**src/rtl/pipeline_pkg.sv**
```systemverilog
// Shared pipeline definitions: control-word bit positions, the zero register
// and the shadow entry that follows each instruction through EX, MEM and WB.
package pipeline_pkg;

  localparam logic [4:0] REG_ZERO = 5'd0;

  localparam int IDCTRL_EXMEMA  = 0;
  localparam int IDCTRL_EXMEMB  = 1;
  localparam int EXCTRL_EXMEMA  = 3;
  localparam int EXCTRL_EXMEMB  = 4;
  localparam int EXCTRL_MEMWBA  = 5;
  localparam int EXCTRL_MEMWBB  = 6;
  localparam int MEMCTRL_MEMWB  = 4;

  typedef struct packed {
    logic [4:0] rW;
    logic       wr;
    logic       load;
  } shadow_t;

  localparam shadow_t SHADOW_EMPTY = '0;

  // Helpers the decoder uses to drop the selects into its control words.
  function automatic logic [7:0] id_ctrl_fwd(input logic ema, input logic emb);
    logic [7:0] v;
    v = '0;
    v[IDCTRL_EXMEMA] = ema;
    v[IDCTRL_EXMEMB] = emb;
    return v;
  endfunction

  function automatic logic [7:0] ex_ctrl_fwd(input logic ema, input logic emb,
                                             input logic mwa, input logic mwb);
    logic [7:0] v;
    v = '0;
    v[EXCTRL_EXMEMA] = ema;
    v[EXCTRL_EXMEMB] = emb;
    v[EXCTRL_MEMWBA] = mwa;
    v[EXCTRL_MEMWBB] = mwb;
    return v;
  endfunction

  function automatic logic [7:0] mem_ctrl_fwd(input logic mwm);
    logic [7:0] v;
    v = '0;
    v[MEMCTRL_MEMWB] = mwm;
    return v;
  endfunction

endpackage

```
**src/rtl/pipeline_hazard_ctrl_if.sv**
```systemverilog
// ID-stage hazard interface: decoded ID fields in, stall and forwarding selects out.
interface pipeline_hazard_ctrl_if;
  import pipeline_pkg::*;

  logic [4:0] rS1;
  logic [4:0] rS2;
  logic       useS1;
  logic       useS2;
  logic [4:0] rWId;
  logic       regWrId;
  logic       loadId;
  logic       storeId;
  logic       branchId;
  logic       mulId;

  logic       stall;
  logic       pcWr;
  logic       ifIdWrIn;
  logic       bubble;
  logic       exMemIdA;
  logic       exMemIdB;
  logic       exMemExA;
  logic       exMemExB;
  logic       memWbExA;
  logic       memWbExB;
  logic       memWbMem;
  shadow_t    shadowWb;

  modport master (
    output rS1, rS2, useS1, useS2, rWId, regWrId, loadId, storeId, branchId, mulId,
    input  stall, pcWr, ifIdWrIn, bubble, exMemIdA, exMemIdB, exMemExA, exMemExB,
           memWbExA, memWbExB, memWbMem, shadowWb
  );

  modport slave (
    input  rS1, rS2, useS1, useS2, rWId, regWrId, loadId, storeId, branchId, mulId,
    output stall, pcWr, ifIdWrIn, bubble, exMemIdA, exMemIdB, exMemExA, exMemExB,
           memWbExA, memWbExB, memWbMem, shadowWb
  );
endinterface

```
**src/rtl/hazard_match.sv**
```systemverilog
// Hit when a used, non-zero source register is written by the given shadow entry.
module hazard_match
  import pipeline_pkg::*;
(
  input  logic [4:0] src,
  input  logic       use_src,
  input  shadow_t    entry,
  output logic       hit
);
  assign hit = use_src && (src != REG_ZERO) && entry.wr && (entry.rW == src);
endmodule

```
**src/rtl/pipeline_hazard_ctrl.sv**
```systemverilog
// Hazard/forwarding controller: shadow copy of EX/MEM/WB destinations plus the
// multiplier occupancy counter; selects and stalls are combinational from ID.
module pipeline_hazard_ctrl
  import pipeline_pkg::*;
#(
  parameter int MUL_LATENCY = 3
) (
  input  logic                 clk,
  input  logic                 reset,
  pipeline_hazard_ctrl_if.slave hz
);
  localparam int              CNT_W    = $clog2(MUL_LATENCY + 1);
  localparam logic [CNT_W-1:0] MUL_LOAD = CNT_W'(MUL_LATENCY - 1);

  shadow_t          ex_q, ex_d, mem_q, mem_d, wb_q, wb_d;
  logic [CNT_W-1:0] mul_cnt_q, mul_cnt_d;

  logic [1:0][4:0] src;
  logic [1:0]      src_use;
  logic [1:0]      hit_ex, hit_mem;
  logic [1:0]      fwd_ex_mem, fwd_mem_wb, fwd_id, load_hit;
  logic            load_use, branch_stall, store_fwd, mul_busy, bubble;

  assign src     = {hz.rS2, hz.rS1};
  assign src_use = {hz.useS2, hz.useS1};

  generate
    for (genvar gi = 0; gi < 2; gi++) begin : g_src
      hazard_match u_ex  (.src(src[gi]), .use_src(src_use[gi]), .entry(ex_q),  .hit(hit_ex[gi]));
      hazard_match u_mem (.src(src[gi]), .use_src(src_use[gi]), .entry(mem_q), .hit(hit_mem[gi]));
    end
  endgenerate

  always_comb begin
    fwd_ex_mem   = hit_ex & ~{2{ex_q.load}};
    fwd_mem_wb   = hit_mem & ~fwd_ex_mem;
    fwd_id       = hit_mem & {2{hz.branchId & ~mem_q.load}};
    load_hit     = hit_ex & {2{ex_q.load}};
    // Store data alone can wait for the load in MEM, so only rS1 forces a stall.
    load_use     = load_hit[0] | (load_hit[1] & ~hz.storeId);
    store_fwd    = hz.storeId & load_hit[1] & ~load_hit[0];
    branch_stall = hz.branchId & (hit_ex[0] | (hit_mem[0] & mem_q.load));
    mul_busy     = (mul_cnt_q != '0);
    bubble       = load_use | branch_stall;
  end

  assign hz.stall    = bubble | mul_busy;
  assign hz.pcWr     = ~hz.stall;
  assign hz.ifIdWrIn = ~hz.stall;
  assign hz.bubble   = bubble;
  assign hz.exMemIdA = fwd_id[0] & ~bubble;
  assign hz.exMemIdB = fwd_id[1] & ~bubble;
  assign hz.exMemExA = fwd_ex_mem[0] & ~bubble;
  assign hz.exMemExB = fwd_ex_mem[1] & ~bubble;
  assign hz.memWbExA = fwd_mem_wb[0] & ~bubble;
  assign hz.memWbExB = fwd_mem_wb[1] & ~bubble;
  assign hz.memWbMem = store_fwd & ~bubble;
  assign hz.shadowWb = wb_q;

  always_comb begin
    wb_d      = mem_q;
    mem_d     = ex_q;
    ex_d      = ex_q;
    mul_cnt_d = '0;
    if (mul_busy) begin
      // Multiplier still owns EX: hold it and feed an empty slot into MEM.
      mem_d     = SHADOW_EMPTY;
      mul_cnt_d = mul_cnt_q - CNT_W'(1);
    end else if (bubble) begin
      ex_d = SHADOW_EMPTY;
    end else begin
      ex_d = '{rW: hz.rWId, wr: hz.regWrId, load: hz.loadId};
      if (hz.mulId) mul_cnt_d = MUL_LOAD;
    end
  end

  always_ff @(posedge clk or posedge reset) begin
    if (reset) begin
      ex_q      <= SHADOW_EMPTY;
      mem_q     <= SHADOW_EMPTY;
      wb_q      <= SHADOW_EMPTY;
      mul_cnt_q <= '0;
    end else begin
      ex_q      <= ex_d;
      mem_q     <= mem_d;
      wb_q      <= wb_d;
      mul_cnt_q <= mul_cnt_d;
    end
  end
endmodule

```
**src/flat_wrapper.sv**
```systemverilog
// flat-port wrapper written by rule: the top's interface ports become plain ports
module pipeline_hazard_ctrl_flat import pipeline_pkg::*;
#(
  parameter int MUL_LATENCY = 3
)
  (clk, reset, hz_rS1, hz_rS2, hz_useS1, hz_useS2, hz_rWId, hz_regWrId, hz_loadId, hz_storeId, hz_branchId, hz_mulId, hz_stall, hz_pcWr, hz_ifIdWrIn, hz_bubble, hz_exMemIdA, hz_exMemIdB, hz_exMemExA, hz_exMemExB, hz_memWbExA, hz_memWbExB, hz_memWbMem, hz_shadowWb);
  pipeline_hazard_ctrl_if hz_i ();
  input  logic clk;
  input  logic reset;
  input wire logic [$bits(hz_i.rS1)-1:0] hz_rS1;
  input wire logic [$bits(hz_i.rS2)-1:0] hz_rS2;
  input wire logic [$bits(hz_i.useS1)-1:0] hz_useS1;
  input wire logic [$bits(hz_i.useS2)-1:0] hz_useS2;
  input wire logic [$bits(hz_i.rWId)-1:0] hz_rWId;
  input wire logic [$bits(hz_i.regWrId)-1:0] hz_regWrId;
  input wire logic [$bits(hz_i.loadId)-1:0] hz_loadId;
  input wire logic [$bits(hz_i.storeId)-1:0] hz_storeId;
  input wire logic [$bits(hz_i.branchId)-1:0] hz_branchId;
  input wire logic [$bits(hz_i.mulId)-1:0] hz_mulId;
  output wire logic [$bits(hz_i.stall)-1:0] hz_stall;
  output wire logic [$bits(hz_i.pcWr)-1:0] hz_pcWr;
  output wire logic [$bits(hz_i.ifIdWrIn)-1:0] hz_ifIdWrIn;
  output wire logic [$bits(hz_i.bubble)-1:0] hz_bubble;
  output wire logic [$bits(hz_i.exMemIdA)-1:0] hz_exMemIdA;
  output wire logic [$bits(hz_i.exMemIdB)-1:0] hz_exMemIdB;
  output wire logic [$bits(hz_i.exMemExA)-1:0] hz_exMemExA;
  output wire logic [$bits(hz_i.exMemExB)-1:0] hz_exMemExB;
  output wire logic [$bits(hz_i.memWbExA)-1:0] hz_memWbExA;
  output wire logic [$bits(hz_i.memWbExB)-1:0] hz_memWbExB;
  output wire logic [$bits(hz_i.memWbMem)-1:0] hz_memWbMem;
  output wire logic [$bits(hz_i.shadowWb)-1:0] hz_shadowWb;
  assign hz_i.rS1 = hz_rS1;
  assign hz_i.rS2 = hz_rS2;
  assign hz_i.useS1 = hz_useS1;
  assign hz_i.useS2 = hz_useS2;
  assign hz_i.rWId = hz_rWId;
  assign hz_i.regWrId = hz_regWrId;
  assign hz_i.loadId = hz_loadId;
  assign hz_i.storeId = hz_storeId;
  assign hz_i.branchId = hz_branchId;
  assign hz_i.mulId = hz_mulId;
  assign hz_stall = hz_i.stall;
  assign hz_pcWr = hz_i.pcWr;
  assign hz_ifIdWrIn = hz_i.ifIdWrIn;
  assign hz_bubble = hz_i.bubble;
  assign hz_exMemIdA = hz_i.exMemIdA;
  assign hz_exMemIdB = hz_i.exMemIdB;
  assign hz_exMemExA = hz_i.exMemExA;
  assign hz_exMemExB = hz_i.exMemExB;
  assign hz_memWbExA = hz_i.memWbExA;
  assign hz_memWbExB = hz_i.memWbExB;
  assign hz_memWbMem = hz_i.memWbMem;
  assign hz_shadowWb = hz_i.shadowWb;
  pipeline_hazard_ctrl #(.MUL_LATENCY(MUL_LATENCY)) u_core (.clk(clk), .reset(reset), .hz(hz_i));
endmodule
```
**config.mk**
```make
export PLATFORM = sky130hd
export DESIGN_NAME = pipeline_hazard_ctrl_flat
export DESIGN_NICKNAME = d
export VERILOG_FILES = /design/src/rtl/pipeline_pkg.sv /design/src/rtl/pipeline_hazard_ctrl_if.sv /design/src/rtl/hazard_match.sv /design/src/rtl/pipeline_hazard_ctrl.sv /design/src/flat_wrapper.sv
export SDC_FILE = /design/constraint.sdc
export NUM_CORES = 1
export LEC_CHECK = 0
export ABC_AREA = 1
export BUFFER_PORTS_ARGS = -buffer_cell sky130_fd_sc_hd__buf_2
export CORE_MARGIN = 2
export CORE_UTILIZATION = 35
export DETAILED_ROUTE_END_ITERATION = 10
export GPL_ROUTABILITY_DRIVEN = 0
export PLACE_DENSITY_LB_ADDON = 0.12
export SYNTH_ARGS = -nofsm -noshare
export SYNTH_HDL_FRONTEND = slang
export SYNTH_SLANG_ARGS = --single-unit
```
**constraint.sdc**
```tcl
create_clock -name clk -period 1.7 [get_ports clk]
set_clock_uncertainty 0.15 [all_clocks]
set_input_delay 0.255 -clock clk [delete_from_list [all_inputs] [get_ports clk]]
set_output_delay 0.255 -clock clk [all_outputs]
set_load 0.01 [all_outputs]
```
==> flow_summary.ini, run 1 <==
[die]
placementRows = 22
initial_core_util_pct = 36.4
die_h_um = 65.4
die_w_um = 65.4
dieArea_mm2 = 0.00428
core_area_mm2 = 0.00363
ios = 42

[pwr]
p_sw_mw = 1.12
swShare_pct = 41.2
power_frac_comb_pct = 50.0
p_per_area_mw_per_mm2 = 1400
p_total_mw = 2.71
p_clk_share_pct = 13.6
intPower_mw = 1.59
pwr-share-seq_pct = 36.3
ir_drop_mv = 0.729
leakagePower_nw = 1.09

[sta]
period_share_pct = 126
post-route-min-period_ns = 2.14
setup_tns_ns = -5.01
hold_viol_final = 0
drv_slew = 0
worst_pin_slew_ns = 0.348
max_freq_mhz = 468
whs_ns = 0.0780
rsz0062_at_grt = yes
setup_ws_ns = -0.436
slew_headroom_pct = 76.8
setup_viol = 19

[placement]
place_area_mm2 = 0.00170
pre_cts_slack_ns = -0.0996
place_inst = 280
place_hpwl_mm = 2.62
portBuffers = 41

[finish]
drive_above_1_share_pct = 43.3
fin_nets = 272
antenna_cells = 0
fin_util_pct = 53.4
fin_cells = 295
areaGrowthSynthToFinish_pct = 46.8
finish.instance_area_mm2 = 0.00194
multi_input_area_um2 = 676
final-seq-area_um2 = 577
fill_cells = 388

[logic_synthesis]
synth_edf_count = 0
synthesis.nets = 200
synth_largest_area_cell = dfrtp_1
synth_seq_cells = 23
synth_most_common_cell = nand2_1
yosys_warnings = 0
async_reset_ff_share_pct = 100
synth-seq-area-share_pct = 43.6
synth_cell_types = 23
ys.flop_type = dfrtp_1
synthCells = 176
syn_area_per_cell_um2 = 7.51
synth_common_cells = nand2_1 (46), inv_1 (25), nor2_1 (25), dfrtp_1 (23), nand4_1 (13)
synth_top_area_share_pct = 43.6
syn_area_mm2 = 0.00132
synthTopCellsByArea = dfrtp_1 (44%), nand2_1 (13%), inv_1 (7.1%), nor2_1 (7.1%), nand4_1 (6.2%)

[detailed_routing]
drc = 0
postRouteAntennaNets = 0
firstDrtPassIters = 4
drt-total-wl_mm = 3.45
drtIter0Drc = 60
dr_total_vias = 1367
wire_per_inst_um = 11.7
vias_per_cell = 4.63

[clock_tree]
clock-root-buffer = clkbuf_8
clk_latency_ns = 0.27
htree_levels = 1
cts_tree = done
clk_pin_slew_ns = 0.09
cts.sinks = 23
cts_max_path_buffers = 2
cts_buffers = 3

[outcome]
status = finished with violations
violations = negative setup slack

[critical_path]
critical_path.n_buffers_inverters = 3
reg2regPathDepth = 13
path_depth = 10
crit_type = flop to output pin
cp_slowest_cell = dfrtp_1
critPathMaxFanout = 6
start_kind = flop
path_cells = buf_4, nor2_2, nor3_2, nand4_1, nand2_2, nand2_4, nand2_8, nor2_4, inv_2, buf_6
crit_family = simple AND/OR/NAND/NOR gates
crit_required_ns = 1.29
crit_path_end_kind = output pin
slowest_delay_ns = 0.43
arrival_ns = 1.73

[min_path]
hp-class = primary input to flop
hold_depth = 3

[run]
drv_cap = 0

[grt]
grt-ovfl-total = 0
grt_pass1_vias = 1314
antenna_found_initial = 0
grt.total_usage_pct = 17.5
grt_pass1_wl_mm = 5.84
grt_max_degree = 24
[state kept, by name (all words and copies together), names as in the netlist]
signal and cells:
u_core.mul_cnt_q 2, u_core.ex_q 7, u_core.hz.shadowWb 7, u_core.mem_q 7
[layout by cell type (no fill, tap or decap), types with 4 or more instances in the layout]
master,Yosys,final
nand4_1,13,13
buf_4,2,23
nor3_2,4,8
inv_1,25,22
nand3_1,7,6
inv_2,4,7
nor2_1,25,19
nor2_2,1,6
nand2_1,46,46
xor2_1,4,4
dfrtp_1,23,22
buf_2,0,37
buf_6,0,9
[metal layers]
metal	share of wire (%)	up-vias	GRT usage, %
met2	50	25	31.5
met3	4.3	5	3.42
met1	45	646	21.4
met4	0.84	0	3.91
li1	-	691	-
met5	0	-	0
[tightest hold or removal path: cells and delay by family]
| kind | cells | cell delay, ns |
|---|---|---|
| AND/OR/NAND/NOR | 2 | 0.13 |
| buffers and inverters | 1 | 0.10 |
[power groups by stage]
stage	Combinational, mW	Sequential, mW	Clock, mW
final	1.36	0.985	0.369
after global routing	1.52	1.01	0.400
after CTS	1.24	0.975	0.367
after detailed placement	1.12	0.984	0
after global placement	1.12	0.975	0
after floorplan	0.724	0.943	0
[cell families (layout without fill, tap and decap cells)]
| group | count (synthesis) | count (layout) | synth area share [%] |
|---|---|---|---|
| DFF | 23 | 23 | 43.6 |
| xor gates and xnor gates | 5 | 5 | 3.31 |
| and+or+nand+nor | 109 | 109 | 40.4 |
| AOI/OAI and AO/OA | 7 | 7 | 3.03 |
| buffers and inverters | 32 | 103 | 9.66 |
[repair_timing]
item,CTS,global route
setup buffers,3,7
pin swaps,4,12
resized for setup,12,16
setup endpoints to repair,11,19
hold buffers,1,0
endpoints found under the hold margin,23,0
[area by class of cell]
class                           instances  share of cell area (%)
Sequential cell                        23                    29.7
Tap cell                               48                    3.10
Inverter                               29                    5.61
Timing Repair Buffer                   70                    24.2
Clock buffer                            3                    2.13
Multi-Input combinational cell        121                    34.8
Clock inverter                          1                   0.387
[worst paths after layout]
check                           startpoint                     to  slack (ns)
setup / recovery           u_core.mem_q[5]               hz_stall       -0.44
hold / removal                  hz_rWId[0]         u_core.ex_q[2]        0.08
setup reg to reg            u_core.ex_q[6]         u_core.ex_q[4]       -0.13
hold reg to reg            u_core.mem_q[0]  u_core.hz.shadowWb[0]        0.27
max in group asynchronous            reset         u_core.ex_q[3]        0.75
min in group asynchronous            reset    u_core.mul_cnt_q[1]        0.40
Power figures use the tool's default switching activity.
==> run 2: changes to the inputs <==
CORE_UTILIZATION = 45   (was 35)
==> flow_summary.ini, run 2 (synthesis results as in run 1) <==
[grt]
grt_pass1_vias = 1259
antenna_found_initial = 0
grt-ovfl-total = 0
grt.total_usage_pct = 20.6
grt_max_degree = 24
grt_pass1_wl_mm = 5.42

[detailed_routing]
firstDrtPassIters = 4
wire_per_inst_um = 12.4
postRouteAntennaNets = 0
dr_total_vias = 1334
drt-total-wl_mm = 3.29
drtIter0Drc = 53
vias_per_cell = 5.02
drc = 0

[critical_path]
arrival_ns = 1.78
crit_type = flop to output pin
critPathMaxFanout = 6
start_kind = flop
crit_required_ns = 1.29
crit_path_end_kind = output pin

[sta]
setup_viol = 19
period_share_pct = 129
slew_headroom_pct = 77.2
worst_pin_slew_ns = 0.343
post-route-min-period_ns = 2.19
rsz0062_at_grt = yes
drv_slew = 0
max_freq_mhz = 457
hold_viol_final = 0
setup_ws_ns = -0.489

[min_path]
hp-class = primary input to flop

[die]
die_w_um = 58.2
ios = 42
initial_core_util_pct = 47.5
placementRows = 19
dieArea_mm2 = 0.00339
core_area_mm2 = 0.00278
die_h_um = 58.2

[finish]
final_cell_mix = nand2_1 (46), buf_2 (40), nor2_1 (21), dfrtp_1 (21), inv_1 (20)
fin_nets = 260
fin_cells = 266
layout_commonest_cell = nand2_1
fill_cells = 262
finish.instance_area_mm2 = 0.00176
drive_above_1_share_pct = 40.0
areaGrowthSynthToFinish_pct = 32.9
antenna_cells = 0

[outcome]
violations = negative setup slack
status = finished with violations

[clock_tree]
clk_pin_slew_ns = 0.13
cts_max_path_buffers = 2
clk_latency_ns = 0.32
cts_buffers = 3
cts.sinks = 23
cts_tree = done
clock-root-buffer = clkbuf_4
htree_levels = 1

[pwr]
p_per_area_mw_per_mm2 = 1390
ir_drop_mv = 1.21
leakagePower_nw = 1.01

[placement]
portBuffers = 41
place_area_mm2 = 0.00166
place_inst = 260
place_hpwl_mm = 2.58

[run]
drv_cap = 0
[run 2: cell count changes in the layout (fill, tap and decap cells not counted), moves of 2 or more]
cell and change:
buf_6 -8, buf_4 -7, buf_2 +3, clkbuf_4 +3
clkbuf_8 -3, nor3_1 +3, nor3_2 -3, inv_1 -2
inv_2 +2, nor2_1 +2, nor2_2 -2
[run 2: final cells by class]
class	instances	area, µm²	share of cell area [%]
Timing Repair Buffer	58	342	19.5
Tap cell	31	38.8	2.21
Clock inverter	1	5.00	0.285
Multi-Input combinational cell	121	661	37.6
Inverter	29	109	6.20
Clock buffer	3	22.5	1.28
Sequential cell	23	578	32.9
[run 2: per-stage QoR]
| stage | hold WS (ns) | worst slack (ns) | TNS, ns | total power [mW] | utilization [%] |
|---|---|---|---|---|---|
| after floorplan | 0.107 | -0.0195 | -0.0195 | 1.67 | - |
| after global placement | 0.151 | -0.104 | -0.782 | 2.05 | 59.6 |
| after detailed placement | 0.156 | -0.143 | -1.26 | 2.08 | 59.6 |
| after CTS | 0.0234 | -0.490 | -5.37 | 2.36 | 61.4 |
| after global routing | 0.0208 | -0.581 | -6.91 | 2.64 | 63.1 |
| final | 0.0191 | -0.489 | -5.13 | 2.44 | 63.1 |
[run 2: worst paths after layout]
path	startpoint	end	slack [ns]	cells after the start
max reg2reg	u_core.ex_q[5]	u_core.ex_q[6]	-0.02	9
min reg2reg	u_core.mem_q[3]	u_core.hz.shadowWb[3]	0.28	0
max in group asynchronous	reset	u_core.ex_q[5]	0.82	4
min	hz_mulId	u_core.mul_cnt_q[1]	0.02	3
max	u_core.ex_q[5]	hz_exMemExB	-0.49	9
min in group asynchronous	reset	u_core.ex_q[4]	0.35	4
[run 2: critical path: stages (launching register included)]
cell	delay, ns
dfrtp_2	0.47
a21oi_2	0.13
nand2_1	0.08
nor2_2	0.14
nand4_1	0.12
nand2_2	0.11
nand2_4	0.08
nand2_8	0.12
nor3_2	0.05
buf_2	0.15
[run 2: routing by layer]
metal	vias to the layer above	routed length, µm	global-route usage, %
met5	-	0	0
met4	0	42	5.32
met3	7	164	2.23
met2	33	1680	36.5
met1	619	1400	26.8
li1	675	-	-
[run 2: where the power goes]
| part | leakage [nW] | internal (mW) | switching [mW] |
|---|---|---|---|
| registers | 0.291 | 0.772 | 0.228 |
| logic | 0.696 | 0.534 | 0.645 |
| clock network | 0.0177 | 0.0881 | 0.170 |
[run 2: timing repair]
action,in CTS,in global routing
pin swaps,2,11
buffers inserted,1,2
gates resized for setup,2,16
hold buffers,1,0
endpoints found under the setup margin,19,19
hold endpoints to repair,23,0
